**config.mk**
```make
export PLATFORM = sky130hd
export DESIGN_NAME = lsu_mem_initiator
export DESIGN_NICKNAME = d
export VERILOG_FILES = /design/src/rtl/lsu_mem_initiator.sv
export SDC_FILE = /design/constraint.sdc
export NUM_CORES = 1
export LEC_CHECK = 0
export BUFFER_PORTS_ARGS = -buffer_cell sky130_fd_sc_hd__clkbuf_2
export CORE_ASPECT_RATIO = 1.25
export CORE_MARGIN = 3
export CORE_UTILIZATION = 42
export DETAILED_ROUTE_END_ITERATION = 12
export PLACE_DENSITY_LB_ADDON = 0.3
export REMOVE_ABC_BUFFERS = 1
export SLEW_MARGIN = 0
export SYNTH_ARGS = -nofsm -noshare
export SYNTH_HDL_FRONTEND = slang
export SYNTH_SLANG_ARGS = --single-unit
```
**constraint.sdc**
```tcl
create_clock -name clk -period 3.05 [get_ports clk]
set_input_delay 0.61 -clock clk [delete_from_list [all_inputs] [get_ports clk]]
set_output_delay 0.61 -clock clk [all_outputs]
set_load 0.005 [all_outputs]
```
**src/rtl/lsu_mem_initiator.sv**
```systemverilog
// Load/store initiator between the execute stage and a word-organised data memory.
// Optional macro LSU_MISALIGN_SPLIT_EN: split boundary-crossing accesses into two transactions.
//
// state  | meaning
// -------+----------------------------------------------------------
// IDLE   | ready for a request; late mem_ack is ignored here
// ISSUE0 | one-cycle mem_req for the first (or only) word
// WAIT0  | waiting for the first word's ack, with timeout
// ISSUE1 | one-cycle mem_req for the second word of a split access
// WAIT1  | waiting for the second word's ack, with timeout
// RESP   | one-cycle rsp_valid pulse
module lsu_mem_initiator #(
  parameter int TIMEOUT_CYCLES = 16,
  parameter int ADDR_W         = 32
) (
  input  logic              clk,
  input  logic              rst_n,
  input  logic              req_valid,
  output logic              req_ready,
  input  logic              req_wr,
  input  logic [2:0]        req_ctrl,
  input  logic [ADDR_W-1:0] req_addr,
  input  logic [31:0]       req_wdata,
  output logic              rsp_valid,
  output logic              rsp_err,
  output logic [31:0]       rsp_rdata,
  output logic              mem_req,
  output logic              mem_we,
  output logic [ADDR_W-1:0] mem_addr,
  output logic [3:0]        mem_be,
  output logic [31:0]       mem_wdata,
  input  logic              mem_ack,
  input  logic [31:0]       mem_rdata
);

`ifdef LSU_MISALIGN_SPLIT_EN
  localparam bit SPLIT_EN = 1'b1;
`else
  localparam bit SPLIT_EN = 1'b0;
`endif

  localparam int CNT_W = $clog2(TIMEOUT_CYCLES + 1);

  typedef enum logic [2:0] {IDLE, ISSUE0, WAIT0, ISSUE1, WAIT1, RESP} state_t;

  state_t state, state_nxt;

  logic             wr_q;
  logic [2:0]       ctrl_q;
  logic [1:0]       off_q;
  logic             split_q;
  logic [3:0]       be_hi_q;
  logic [31:0]      wdata_hi_q;
  logic [31:0]      rd0_q;
  logic [CNT_W-1:0] cnt_q;

  logic [3:0]  size_m;
  logic        ctrl_ok;
  logic        misalign;
  logic        reject;
  logic [7:0]  be8;
  logic [31:0] wd_sz;
  logic [63:0] wd64;
  logic        timeout_hit;
  logic [63:0] rd_pair;
  logic [31:0] rd_lo;
  logic [31:0] ld_ext;

  // Request decode: lane mask and data shifted across an 8-byte window so the
  // upper half directly gives the second word of a boundary-crossing access.
  always_comb begin
    size_m = 4'b0000;
    case (req_ctrl[1:0])
      2'b00:   size_m = 4'b0001;
      2'b01:   size_m = 4'b0011;
      2'b10:   size_m = 4'b1111;
      default: size_m = 4'b0000;
    endcase
    ctrl_ok  = (req_ctrl != 3'b011) && (req_ctrl[2:1] != 2'b11);
    misalign = ((req_ctrl[1:0] == 2'b01) && req_addr[0]) ||
               ((req_ctrl[1:0] == 2'b10) && (req_addr[1:0] != 2'b00));
    reject   = !ctrl_ok || (misalign && !SPLIT_EN);
    be8      = {4'b0000, size_m} << req_addr[1:0];
    wd_sz    = req_wdata & {{8{size_m[3]}}, {8{size_m[2]}}, {8{size_m[1]}}, {8{size_m[0]}}};
    wd64     = {32'h0, wd_sz} << {req_addr[1:0], 3'b000};
  end

  assign timeout_hit = (cnt_q == CNT_W'(TIMEOUT_CYCLES - 1));

  always_comb begin
    rd_pair = (state == WAIT1) ? {mem_rdata, rd0_q} : {32'h0, mem_rdata};
    rd_lo   = 32'(rd_pair >> {off_q, 3'b000});
    ld_ext  = 32'h0;
    case (ctrl_q)
      3'b000:  ld_ext = {{24{rd_lo[7]}}, rd_lo[7:0]};
      3'b001:  ld_ext = {{16{rd_lo[15]}}, rd_lo[15:0]};
      3'b010:  ld_ext = rd_lo;
      3'b100:  ld_ext = {24'h0, rd_lo[7:0]};
      3'b101:  ld_ext = {16'h0, rd_lo[15:0]};
      default: ld_ext = 32'h0;
    endcase
  end

  always_ff @(posedge clk or negedge rst_n) begin
    if (!rst_n) state <= IDLE;
    else        state <= state_nxt;
  end

  always_comb begin
    state_nxt = state;
    req_ready = 1'b0;
    mem_req   = 1'b0;
    rsp_valid = 1'b0;
    case (state)
      IDLE: begin
        req_ready = 1'b1;
        if (req_valid) state_nxt = reject ? RESP : ISSUE0;
      end
      ISSUE0: begin
        mem_req   = 1'b1;
        state_nxt = WAIT0;
      end
      WAIT0: begin
        if (mem_ack)          state_nxt = split_q ? ISSUE1 : RESP;
        else if (timeout_hit) state_nxt = RESP;
      end
      ISSUE1: begin
        mem_req   = 1'b1;
        state_nxt = WAIT1;
      end
      WAIT1: begin
        if (mem_ack || timeout_hit) state_nxt = RESP;
      end
      RESP: begin
        rsp_valid = 1'b1;
        state_nxt = IDLE;
      end
      default: state_nxt = IDLE;
    endcase
  end

  always_ff @(posedge clk or negedge rst_n) begin
    if (!rst_n) begin
      wr_q       <= 1'b0;
      ctrl_q     <= 3'b000;
      off_q      <= 2'b00;
      split_q    <= 1'b0;
      be_hi_q    <= 4'b0000;
      wdata_hi_q <= 32'h0;
      rd0_q      <= 32'h0;
      cnt_q      <= '0;
      rsp_err    <= 1'b0;
      rsp_rdata  <= 32'h0;
      mem_we     <= 1'b0;
      mem_addr   <= '0;
      mem_be     <= 4'b0000;
      mem_wdata  <= 32'h0;
    end else begin
      case (state)
        IDLE: begin
          if (req_valid) begin
            wr_q       <= req_wr;
            ctrl_q     <= req_ctrl;
            off_q      <= req_addr[1:0];
            split_q    <= (be8[7:4] != 4'b0000);
            be_hi_q    <= be8[7:4];
            wdata_hi_q <= wd64[63:32];
            mem_we     <= req_wr;
            mem_addr   <= {req_addr[ADDR_W-1:2], 2'b00};
            mem_be     <= be8[3:0];
            mem_wdata  <= wd64[31:0];
            if (reject) begin
              rsp_err   <= 1'b1;
              rsp_rdata <= 32'h0;
            end
          end
        end
        ISSUE0, ISSUE1: cnt_q <= '0;
        WAIT0: begin
          if (mem_ack) begin
            rd0_q <= mem_rdata;
            if (split_q) begin
              mem_addr  <= mem_addr + ADDR_W'(4);
              mem_be    <= be_hi_q;
              mem_wdata <= wdata_hi_q;
            end else begin
              rsp_err   <= 1'b0;
              rsp_rdata <= wr_q ? 32'h0 : ld_ext;
            end
          end else begin
            cnt_q <= cnt_q + CNT_W'(1);
            if (timeout_hit) begin
              rsp_err   <= 1'b1;
              rsp_rdata <= 32'h0;
            end
          end
        end
        WAIT1: begin
          if (mem_ack) begin
            rsp_err   <= 1'b0;
            rsp_rdata <= wr_q ? 32'h0 : ld_ext;
          end else begin
            cnt_q <= cnt_q + CNT_W'(1);
            if (timeout_hit) begin
              rsp_err   <= 1'b1;
              rsp_rdata <= 32'h0;
            end
          end
        end
        default: ;
      endcase
    end
  end

endmodule

```
### After elaboration in Yosys (flattened, before gate mapping)

Index checks and enable logic that the tools add are counted.

* add/sub/neg operators: 2
* eq/ne operators: 22
* shift operators: 3
* multiplexer cells: 42
* bitwise logic cells: 1
* reductions and logical operators: 23

Operators by type and width (number)
* $mux W32: 13
* $pmux W32 S5: 1
* $pmux W32 S2: 2
* $pmux W32 S3: 1
* $mux W64: 1
* $shl A32 B5 Y64: 1
* $shr A64 B5 Y32: 1
* $add A32 B3 Y32 const B: 1
* $and A32 B32 Y32: 1
* $mux W3: 6
* $pmux W3 S5: 1
* $eq A3 B3 Y1 const B: 4
* $mux W4: 3
* $ne A2 B2 Y1 const B: 6
* $pmux W4 S3: 1
* $pmux W5 S2: 1
* $eq A3 B2 Y1 const B: 3
* $mux W1: 9
* $pmux W4 S2: 1
* $reduce_and A4 Y1: 2
* $shl A4 B2 Y8: 1
* $eq A3 B1 Y1 const B: 2
* $logic_not A3 Y1: 2
* $ne A3 B3 Y1 const B: 2
* 18 further kinds: 27

* bits in registers: 184
* bits of input ports: 104
* output and inout bits: 105
* word-level logic and storage cells: 107

### Logic depth before layout (Yosys ltp)

Gate-level depths: netlist (run 1).

* depth in word-level cells: 8
* mapped depth: 9
* depth with buffers taken out: 8

### Least setup slack after synthesis (run 1)

No wires, ideal clock.

* kind: register -> register
* from: register cnt_q[0]
* to: register rsp_rdata[16]
* setup time: 0.152 ns
* data arrival time: 2.104 ns
* data required time: 2.898 ns
* setup slack: 0.794 ns
* cell stages (with the launch flop): 10
* buffers on the path: 1
* period minus slack after synthesis: 2.256 ns
* cells stage by stage: dfrtp_1 -> ha_1 -> and3_1 -> ha_1 -> or2_2 -> a211o_1 -> nand4_4 -> nand2b_1 -> buf_2 -> a22oi_1

* cells in the longest elaborated chain, start to end: 4
* elaborated cells between the ends (all ways): 5
* classes of those cells: 1 x eq/ne; 4 x mux

Ends and longest elaborated chain
* start, declared: line 55 `logic [CNT_W-1:0] cnt_q;`
* start signal, assigned: line 191 `cnt_q <= cnt_q + CNT_W'(1);`
* start signal, assigned: line 203 `cnt_q <= cnt_q + CNT_W'(1);`
* $eq A5 B4 Y1 *: line 88 `assign timeout_hit = (cnt_q == CNT_W'(TIMEOUT_CYCLES - 1));`
* $mux W32 *
* $mux W32 (on tied branches)
* $pmux W32 S3 *
* end signal, assigned: line 188 `rsp_rdata <= wr_q ? 32'h0 : ld_ext;`
* end signal, assigned: line 201 `rsp_rdata <= wr_q ? 32'h0 : ld_ext;`
* end, declared: line 26 `output logic [31:0] rsp_rdata,`

Mark *: on every way between the ends. The rest lies on a longest branch, timed or not.
A chain may end at the register's enable or synchronous reset.

### Final worst setup path (run 1)

* from: register state[2]
* to: register rsp_rdata[13]

* cells in the longest elaborated chain, start to end: 8
* elaborated cells between the ends (all ways): 16
* classes of those cells: 5 x eq/ne; 1 x shift; 7 x mux; 3 x reduce/logical

Ends and longest elaborated chain
* start, declared: line 46 `state_t state, state_nxt;`
* start signal, assigned: line 106 `else state <= state_nxt;`
* $eq A3 B3 Y1: line 91, 159
* $mux W64: line 91 `rd_pair = (state == WAIT1) ? {mem_rdata, rd0_q} : {32'h0, mem_rdata};`
* $shr A64 B5 Y32: line 92 `rd_lo = 32'(rd_pair >> {off_q, 3'b000});`
* $pmux W32 S5: line 94 `case (ctrl_q)`
* $mux W32: line 188, 201
* $mux W32: line 182 `if (split_q) begin`
* $mux W32: line 180 `if (mem_ack) begin`
* $pmux W32 S3: line 159 `case (state)`

Several ways; a longest one is shown, not always the timed one. The select of a mux whose other input is x is not followed.

==> flow_summary.yaml, run 1 <==
clock_tree:
  postCtsSetupRepairBufs: 0
  postCtsHoldBufs: 0
  cts.sink_count: 173
  cts_htree_levels: 4
  max-clock-path-buffers: 2
  clock_tree_from_tritoncts: "done"
  cts_root_buf: "sky130_fd_sc_hd__clkbuf_16"
  insertion_delay_ns: 0.43
  tritoncts.num_buffers: 17
  clk_pin_slew_worst_paths_ns: 0.07
  postCtsResizedCells: 0
pwr:
  p_total_mw: 11.0
  ir_worst_vdd_mv: 0.460
  power_density_nw_per_um2: 945
  leakage_nw: 5.32
floorplanning:
  chipWidth_um: 142
  num_rows: 61
  die_area_um2: 25100
  core_area_um2: 22500
  die_height_um: 176
  start_util_pct: 43.3
  io-pin-count: 209
finish:
  drive_gt1_share_pct: 29.7
  antenna_diode_count: 0
  multi_input_logic_area_um2: 5020
  layout-area-overhead-vs-synth_pct: 19.4
  final_cell_count_no_fill: 1480
  fillers: 2085
  nNetsFinal: 1295
  layout.area.seq_um2: 4330
global_route:
  groute.usage.overall_pct: 22.1
  via_count_of_the_first_global_routing_pass: 8468
  grt_pass1_wl_um: 44800
  global_route.overflow_total: 0
  grt_max_degree: 71
  initial_antenna_violation_count: 0
synth:
  synth.lib_cells_used.distinct: 62
  synth-async-reset-ratio_pct: 100
  ys_seq_area_share_pct: 44.5
  mappedNetlistArea_um2: 9740
  synthesis.yosys.warnings: 0
  dominantRegCellSynth: "sky130_fd_sc_hd__dfrtp_1"
  total_of_flip_flops_plus_latches_after_synthesis: 173
  synthesis.area_per_instance_um2: 9.62
  synth-edff-count: 0
  netlist_instances: 1012
place:
  io_buffers: 206
  gpl_wtd_cong: 0.812
  place.detailed.instances: 1449
  place_hpwl_um: 19300
  place_ws_ns: 0.475
setup_path:
  worstSetupEndpointType: "flop"
  required_ns: 3.39
  length_in_cells_of_the_worst_reg_to_reg_path: 6
  crit_path_max_fanout: 31
  cp-start-kind: "flop"
  setup.worst_path.class: "flop to flop"
  cp.arrival_ns: 2.90
detailed_routing:
  routed_wl_um: 28000
  route.antenna.remaining_nets: 0
  post_drt_wl_per_cell_um: 18.9
  vias: 8641
  drcViolationCount: 0
  detailedRoute.firstIterationViolations: 638
  via_density_per_instance: 5.84
  drtPass1Iterations: 5
timing:
  unrepaired_setup_endpoints_after_global_routing: "no"
  worst_max_slew_pin_slew_ns: 1.29
  layout_setup_ws_ns: 0.490
  setup_violations: 0
  worst_clock_skew_ns: 0.0152
  post-route-min-period_ns: 2.56
  slew_headroom_pct: 13.5
  min_period_over_period_pct: 83.9
  final-max-slew-violation-count: 0
  timing.final.hold_violations: 0
  final.hold.worst_slack_ns: 0.143
  max_clock_freq_mhz: 391
status:
  outcome: "complete, no violations"
worst_hold_path:
  worst_hold_path_type: "primary input to async pin"
flow_run:
  drv_cap: 0
==> layout make-up <==
| cell class | instances | share of cell area [%] |
|---|---|---|
| clock inverter | 14 | 1.31 |
| timing repair buffer | 237 | 11.2 |
| clock buffer | 17 | 3.66 |
| sequential | 173 | 37.2 |
| multi-input combinational | 746 | 43.2 |
| inverter | 10 | 0.323 |
| tap | 283 | 3.05 |
==> worst max-delay path: stages, from the launching register on <==
cell and delay [ns]:
sky130_fd_sc_hd__dfrtp_1 0.60, sky130_fd_sc_hd__nor3b_4 0.39, sky130_fd_sc_hd__buf_4 0.50, sky130_fd_sc_hd__mux2i_1 0.21, sky130_fd_sc_hd__o211a_1 0.23, sky130_fd_sc_hd__or3_1 0.32
sky130_fd_sc_hd__a22oi_1 0.20
==> synthesized netlist by cell type, drive strengths merged, types with 10 or more instances <==
master  count  area (um^2)
nor2      113          424
inv        10         37.5
dfrtp     173         4330
a22o       18          158
nand2     137          514
a221oi     22          193
nand3      24          120
clkbuf     41          154
a22oi      27          253
mux4       14          315
o22ai      11         75.1
a21oi      69          345
mux2i      60          601
buf        43          236
o21ai      77          385
mux2       43          484
==> registers in the layout (all words and copies together) (netlist names), 2 cells and up <==
register,flops
mem_wdata,32
rd0_q,32
rsp_rdata,32
mem_addr,30
wdata_hi_q,24
cnt_q,5
mem_be,4
be_hi_q,3
ctrl_q,3
state,3
off_q,2
==> where the power goes <==
group	total [mW]	internal [mW]	switching [mW]	leakage (nW)
sequential	4.07	3.23	0.841	2.18
clock	2.19	1.16	1.03	0.273
combinational	4.73	2.15	2.57	2.87
==> placed cells by master (no fill, tap or decap), types with 4 or more instances in the layout <==
master and count:
sky130_fd_sc_hd__a31oi_1 4, sky130_fd_sc_hd__inv_8 4, sky130_fd_sc_hd__dfrtp_1 172, sky130_fd_sc_hd__clkinvlp_4 4, sky130_fd_sc_hd__ha_1 6, sky130_fd_sc_hd__a221oi_1 22, sky130_fd_sc_hd__nor2_1 113, sky130_fd_sc_hd__and4_1 8
sky130_fd_sc_hd__buf_4 28, sky130_fd_sc_hd__clkbuf_2 205, sky130_fd_sc_hd__a22oi_1 17, sky130_fd_sc_hd__a22o_1 18, sky130_fd_sc_hd__or3_1 7, sky130_fd_sc_hd__o21ai_0 76, sky130_fd_sc_hd__mux2i_1 60, sky130_fd_sc_hd__a222oi_1 8
sky130_fd_sc_hd__a22oi_2 10, sky130_fd_sc_hd__o211a_1 7, sky130_fd_sc_hd__mux2_2 42, sky130_fd_sc_hd__nand2b_1 4, sky130_fd_sc_hd__a32o_1 6, sky130_fd_sc_hd__o22ai_1 10, sky130_fd_sc_hd__a2bb2oi_1 8, sky130_fd_sc_hd__nand3_1 24
sky130_fd_sc_hd__inv_1 10, sky130_fd_sc_hd__clkbuf_16 17, sky130_fd_sc_hd__nor2b_1 5, sky130_fd_sc_hd__nand4_1 8, sky130_fd_sc_hd__nand2_1 136, sky130_fd_sc_hd__a21oi_1 69, sky130_fd_sc_hd__and3_1 7, sky130_fd_sc_hd__mux4_2 14
sky130_fd_sc_hd__nor3b_1 4, sky130_fd_sc_hd__and2_1 4
==> cell families after synthesis <==
group	after synthesis	synth area share, %
buf+inv	94	4.39
compound gates	281	19.9
xor+xnor	2	0.180
mux	117	14.4
fa+ha+maj	6	0.771
simple gates	338	15.9
flops	173	44.5
other cells	1	0.0385
==> routing by layer <==
metal	GRT usage (%)	vias to the layer above	wire length (um)
met2	36.6	351	13800
li1	-	4061	-
met4	6.52	0	482
met1	29.4	4189	11800
met3	4.44	40	1950
met5	0	-	0
==> final timing paths <==
check / start / to / slack [ns]
min in group clk: req_wr / wr_q / 0.37
min reg2reg: rsp_rdata[6] / rsp_rdata[6] / 0.48
max reg2reg: state[2] / rsp_rdata[13] / 0.49
max: state[2] / rsp_rdata[13] / 0.49
max in group asynchronous: rst_n / rsp_rdata[18] / 2.12
min: rst_n / mem_wdata[12] / 0.14
==> metrics by stage <==
step | TNS, ns | instance area, um^2 | util [%]
after floorplan | -161.71 | 9350 | -
after global placement | 0 | 11000 | 49.1
after detailed placement | 0 | 11000 | 49.1
after CTS | 0 | 11600 | 51.6
after global routing | 0 | 11600 | 51.6
final | 0 | 11600 | 51.6
(Power assumes the default switching activity.)
==> run 2: changes to the inputs <==
clock period = 2.55 ns   (was 3.05 ns; I/O delays follow)
==> run 2 against run 1 <==
  * Die area unchanged
  * Clock skew rose by 0.0021 ns
  * Clock power increased by 19%
  * Final cell count grew 1.2%
  * Combinational power increased by 23%
  * Routed wire length is 0.71% higher
  * Total power rose by 21%
  * First-iteration DRC count is 2.5% lower
  * Global-route usage up 0.25 points
  * Highest routed layer unchanged
==> flow_summary.yaml, run 2 (synthesized netlist as in run 1, its figures left out) <==
timing:
  final.hold.worst_slack_ns: 0.278
  worst_clock_skew_ns: 0.0173
  final-max-slew-violation-count: 0
  timing.final.hold_violations: 0
  post-route-min-period_ns: 2.42
  slew_headroom_pct: 20.8
  worst_max_slew_pin_slew_ns: 1.18
  min_period_over_period_pct: 95.0
  setup_violations: 0
  unrepaired_setup_endpoints_after_global_routing: "no"
  finalSetupTns_ns: 0
  max_clock_freq_mhz: 413
clock_tree:
  cts.sink_count: 173
  insertion_delay_ns: 0.44
  tritoncts.num_buffers: 17
  cts_root_buf: "sky130_fd_sc_hd__clkbuf_16"
  cts_htree_levels: 4
  clock_tree_from_tritoncts: "done"
  max-clock-path-buffers: 2
  clk_pin_slew_worst_paths_ns: 0.08
  postCtsSetupRepairBufs: 0
global_route:
  groute.usage.overall_pct: 22.4
  global_route.overflow_total: 0
  via_count_of_the_first_global_routing_pass: 8477
  grt_pass1_wl_um: 45100
  initial_antenna_violation_count: 0
  grt_max_degree: 66
setup_path:
  cp.arrival_ns: 2.77
  critical_path.most_common_cell: "sky130_fd_sc_hd__ha_1"
  worstSetupEndpointType: "flop"
  cp-start-kind: "flop"
  crit_path_max_incr_delay_ns: 0.40
  crit_path_max_fanout: 16
  worst_path_max_delay_cell: "sky130_fd_sc_hd__dfrtp_1"
  critical_path.cell_chain: "ha_1 -> and3_1 -> ha_1 -> or2_2 -> a211o_1 -> nand4_4 -> a2111oi_4 -> buf_4 -> a22oi_1"
  setup.worst_path.class: "flop to flop"
  required_ns: 2.89
detailed_routing:
  via_density_per_instance: 5.80
  route.antenna.remaining_nets: 0
  detailedRoute.firstIterationViolations: 622
  vias: 8684
  post_drt_wl_per_cell_um: 18.8
  drtPass1Iterations: 8
  drcViolationCount: 0
  routed_wl_um: 28200
pwr:
  leakage_nw: 5.43
  p_total_mw: 13.3
  ir_worst_vdd_mv: 0.584
  power_density_nw_per_um2: 1130
finish:
  antenna_diode_count: 0
  nNetsFinal: 1312
  layout_common_cells: "205 x sky130_fd_sc_hd__clkbuf_2, 172 x sky130_fd_sc_hd__dfrtp_1, 136 x sky130_fd_sc_hd__nand2_1"
  final_cell_count_no_fill: 1498
  largest_registers: "mem_wdata x32, rd0_q x32, rsp_rdata x32"
  layout_commonest_cell: "sky130_fd_sc_hd__clkbuf_2"
  drive_gt1_share_pct: 30.6
  layout.core_utilization_pct: 52.4
  layout-area-overhead-vs-synth_pct: 21.2
status:
  outcome: "complete, no violations"
floorplanning:
  io-pin-count: 209
  die_area_um2: 25100
  core_area_um2: 22500
  die_height_um: 176
  chipWidth_um: 142
  num_rows: 61
  start_util_pct: 43.3
flow_run:
  drv_cap: 0
place:
  place_hpwl_um: 19600
  io_buffers: 206
  gpl_wtd_cong: 0.846
  place.detailed.instances: 1464
worst_hold_path:
  worst_hold_path_type: "primary input to flop"
run 2: changes by cell type in the layout (fill, tap and decap cells not counted), moves of 2 or more:
cell	before	now
sky130_fd_sc_hd__buf_4	28	39
sky130_fd_sc_hd__clkinv_4	0	3
sky130_fd_sc_hd__buf_6	1	3
sky130_fd_sc_hd__buf_12	3	6
sky130_fd_sc_hd__clkinvlp_4	4	2
run 2: metal layers:
layer  up-vias  track usage (%)  part of all wire (%)
met1      4222             30.0                    42
met4         0             7.68                   2.1
li1       4081                -                     -
met5         -                0                     0
met2       343             36.4                    49
met3        38             4.20                   6.9
run 2: where the power goes:
part / leakage [nW] / internal (mW) / switching (mW)
logic: 2.97 / 2.68 / 3.16
registers: 2.18 / 3.86 / 0.981
clock network: 0.281 / 1.33 / 1.28
run 2: worst max-delay path: cells and delay by family (launching register included):
| family | cells | cell delay [ns] |
|---|---|---|
| simple gates | 3 | 0.63 |
| compound gates | 3 | 0.62 |
| buf+inv | 1 | 0.24 |
| flops | 1 | 0.40 |
| fa+ha+maj | 2 | 0.43 |
run 2: stage by stage:
step	area (um^2)	worst slack, ns
after global routing	11800	0.00393
after floorplan	9350	-2.77
after global placement	11200	0.162
final	11800	0.127
after CTS	11800	0.0726
after detailed placement	11200	0.0872
run 2: timing repair:
item,4_1_cts,5_1_grt
hold buffers,1,0
gates resized for setup,0,1
endpoints found under the hold margin,25,0
setup endpoints to repair,0,9
run 2: final timing paths:
check,startpoint,to,slack (ns),depth (start not counted)
min in group asynchronous,rst_n,wdata_hi_q[12],0.50,2
max in group asynchronous,rst_n,mem_wdata[24],1.22,3
max,cnt_q[0],rsp_rdata[30],0.13,9
min reg2reg,be_hi_q[2],be_hi_q[2],0.49,1
max reg2reg,cnt_q[0],rsp_rdata[30],0.13,9
min,req_addr[2],mem_addr[2],0.28,3
run 2: layout make-up:
class | count | area (um^2)
repair buffers | 254 | 1480
well taps | 283 | 354
clock inverters | 14 | 145
fillers | 2086 | 10700
flip-flops and latches | 173 | 4330
inverters | 10 | 37.5
clock buffers | 18 | 439
multi-input cells | 746 | 5020
==> run 3: changes to the inputs <==
--- a/config.mk
+++ b/config.mk
@@ -10,7 +10,7 @@
 export CORE_MARGIN = 3
 export CORE_UTILIZATION = 42
+export CTS_BUF_LIST = sky130_fd_sc_hd__clkbuf_4 sky130_fd_sc_hd__clkbuf_8 sky130_fd_sc_hd__clkbuf_16
 export DETAILED_ROUTE_END_ITERATION = 12
 export PLACE_DENSITY_LB_ADDON = 0.3
-export REMOVE_ABC_BUFFERS = 1
 export SLEW_MARGIN = 0
 export SYNTH_ARGS = -nofsm -noshare
==> constraint.sdc (replaced) <==
create_clock -name clk -period 2.55 [get_ports clk]
set_input_delay 0.51 -clock clk [delete_from_list [all_inputs] [get_ports clk]]
set_output_delay 0.51 -clock clk [all_outputs]
set_load 0.02 [all_outputs]
==> run 3 against run 2 <==
  * The flow now finishes with violations (hold timing)
  * Largest power group unchanged
  * Largest cell class unchanged
  * Count of clock-buffer cells in the layout unchanged
  * Clock skew about the same
  * Critical path type unchanged
  * Flip-flop and latch count unchanged
  * Worst hold slack worse by 0.28 ns
==> flow_summary.yaml, run 3 (synthesized netlist as in run 1, its figures left out) <==
place:
  placedInstanceArea_um2: 11300
  io_buffers: 206
  place_ws_ns: 0.0679
  place_hpwl_um: 20500
  gpl_wtd_cong: 0.864
global_route:
  groute.usage.overall_pct: 22.6
  initial_antenna_violation_count: 0
  grt_pass1_wl_um: 45700
  via_count_of_the_first_global_routing_pass: 8535
  grt_max_degree: 61
  global_route.overflow_total: 0
setup_path:
  length_in_cells_of_the_worst_reg_to_reg_path: 9
  critPathTopFamily: "simple AND/OR/NAND/NOR gates"
  cp.depth: 9
  worst_path_max_delay_cell: "sky130_fd_sc_hd__dfrtp_1"
  regToRegStartpoint: "cnt_q[0]"
  worstSetupEndpointType: "flop"
  cp-start-kind: "flop"
  setup.worst_path.class: "flop to flop"
  r2r-end: "rsp_rdata[10]"
  critical_path.most_common_cell: "sky130_fd_sc_hd__ha_1"
  cp.arrival_ns: 2.67
  required_ns: 2.84
  crit_path_max_fanout: 31
  regToRegSetupSlack_ns: 0.17
  crit_path_max_incr_delay_ns: 0.40
  path_buf_inv: 1
  critical_path.cell_chain: "ha_1 -> and3_1 -> ha_1 -> or2_2 -> a211o_1 -> nand4_4 -> nand2b_1 -> buf_12 -> a22oi_1"
status:
  violated_checks: "hold timing"
  outcome: "finished with violations"
clock_tree:
  cts_htree_levels: 4
  clock_tree_from_tritoncts: "done"
  tritoncts.num_buffers: 17
  postCtsHoldBufs: 0
  cts.sink_count: 173
  clk_pin_slew_worst_paths_ns: 0.08
  insertion_delay_ns: 0.44
  cts_root_buf: "sky130_fd_sc_hd__clkbuf_16"
  max-clock-path-buffers: 2
finish:
  drive_gt1_share_pct: 30.7
  final_cell_area_um2: 11900
  fillers: 2061
  multi_input_logic_area_um2: 5020
  layout-area-overhead-vs-synth_pct: 22.0
  nNetsFinal: 1314
  layout.area.seq_um2: 4330
  layout.core_utilization_pct: 52.8
  antenna_diode_count: 0
  layout_common_cells: "205 x sky130_fd_sc_hd__clkbuf_2, 172 x sky130_fd_sc_hd__dfrtp_1, 136 x sky130_fd_sc_hd__nand2_1"
  layout_commonest_cell: "sky130_fd_sc_hd__clkbuf_2"
  largest_registers: "mem_wdata x32, rd0_q x32, rsp_rdata x32"
floorplanning:
  start_util_pct: 43.3
  core_area_um2: 22500
  num_rows: 61
  chipWidth_um: 142
  io-pin-count: 209
  die_height_um: 176
  die_area_um2: 25100
detailed_routing:
  vias: 8780
  via_density_per_instance: 5.85
  detailedRoute.firstIterationViolations: 788
  routed_wl_um: 28400
  drtPass1Iterations: 5
  post_drt_wl_per_cell_um: 19.0
  route.antenna.remaining_nets: 0
  drcViolationCount: 0
timing:
  final-max-slew-violation-count: 0
  final.hold.worst_slack_ns: -0.000862
  worst_max_slew_pin_slew_ns: 1.26
  setup_violations: 0
  min_period_over_period_pct: 93.4
  layout_setup_ws_ns: 0.170
  max_clock_freq_mhz: 420
  worst_clock_skew_ns: 0.0174
  timing.final.hold_violations: 1
  unrepaired_setup_endpoints_after_global_routing: "no"
  finalSetupTns_ns: 0
  post-route-min-period_ns: 2.38
  slew_headroom_pct: 15.9
pwr:
  leakage_nw: 5.47
  seqPwrFrac_pct: 33.7
  p_comb_share_pct: 47.7
  share_of_total_power_in_the_clock_network_pct: 18.6
  power_density_nw_per_um2: 1190
  total_switching_power_mw: 6.21
  internal_power_mw: 7.96
  ir_worst_vdd_mv: 0.560
  switching_share_pct: 43.8
worst_hold_path:
  worst_hold_path_type: "primary input to async pin"
flow_run:
  drv_cap: 0
[run 3: changes by cell type in the layout (fill, tap and decap cells not counted), sizes merged]
cell / before / now
clkinv: 5 / 7
buf: 48 / 51
clkinvlp: 2 / 0
dlygate4sd3: 1 / 0
[run 3: repair_timing]
action	CTS	global route
gates resized for setup	0	1
buffers inserted	0	0
setup endpoints to repair	0	8
[run 3: layout make-up]
type | count | area share (%)
Clock buffer | 18 | 3.64
Clock inverter | 14 | 1.45
Inverter | 10 | 0.316
Multi-Input combinational cell | 746 | 42.2
Sequential cell | 173 | 36.4
Tap cell | 283 | 2.98
Timing Repair Buffer | 256 | 12.9
[run 3: worst max-delay path by stage]
stage / from / to
6_report: cnt_q[0] / rsp_rdata[10]
5_1_grt: cnt_q[0] / rsp_rdata[13]
2_1_floorplan: cnt_q[0] / rsp_rdata[16]
3_5_place_dp: req_ctrl[0] / rsp_rdata[15]
4_1_cts: cnt_q[0] / rsp_rdata[15]
3_3_place_gp: req_ctrl[0] / rsp_rdata[12]
[run 3: power by group through the flow]
stage                     Clock (mW)  Sequential [mW]  Combinational [mW]
final                           2.64             4.78                6.76
after global routing            2.82             4.93                7.39
after CTS                       2.71             4.77                6.79
after detailed placement           0             4.82                6.77
after global placement             0             4.78                6.66
after floorplan                    0             5.36                3.97
[run 3: metrics by stage]
stage          std cells  power, mW
2_1_floorplan       1013       9.33
3_3_place_gp        1468       11.4
3_5_place_dp        1468       11.6
4_1_cts             1500       14.3
5_1_grt             1500       15.1
6_report            1500       14.2
[run 3: layer usage]
metal	wire length (um)	vias to the layer above	GRT usage (%)
li1	-	4091	-
met1	12200	4320	30.2
met2	13900	325	36.9
met3	1650	44	4.39
met4	630	0	7.40
met5	0	-	0
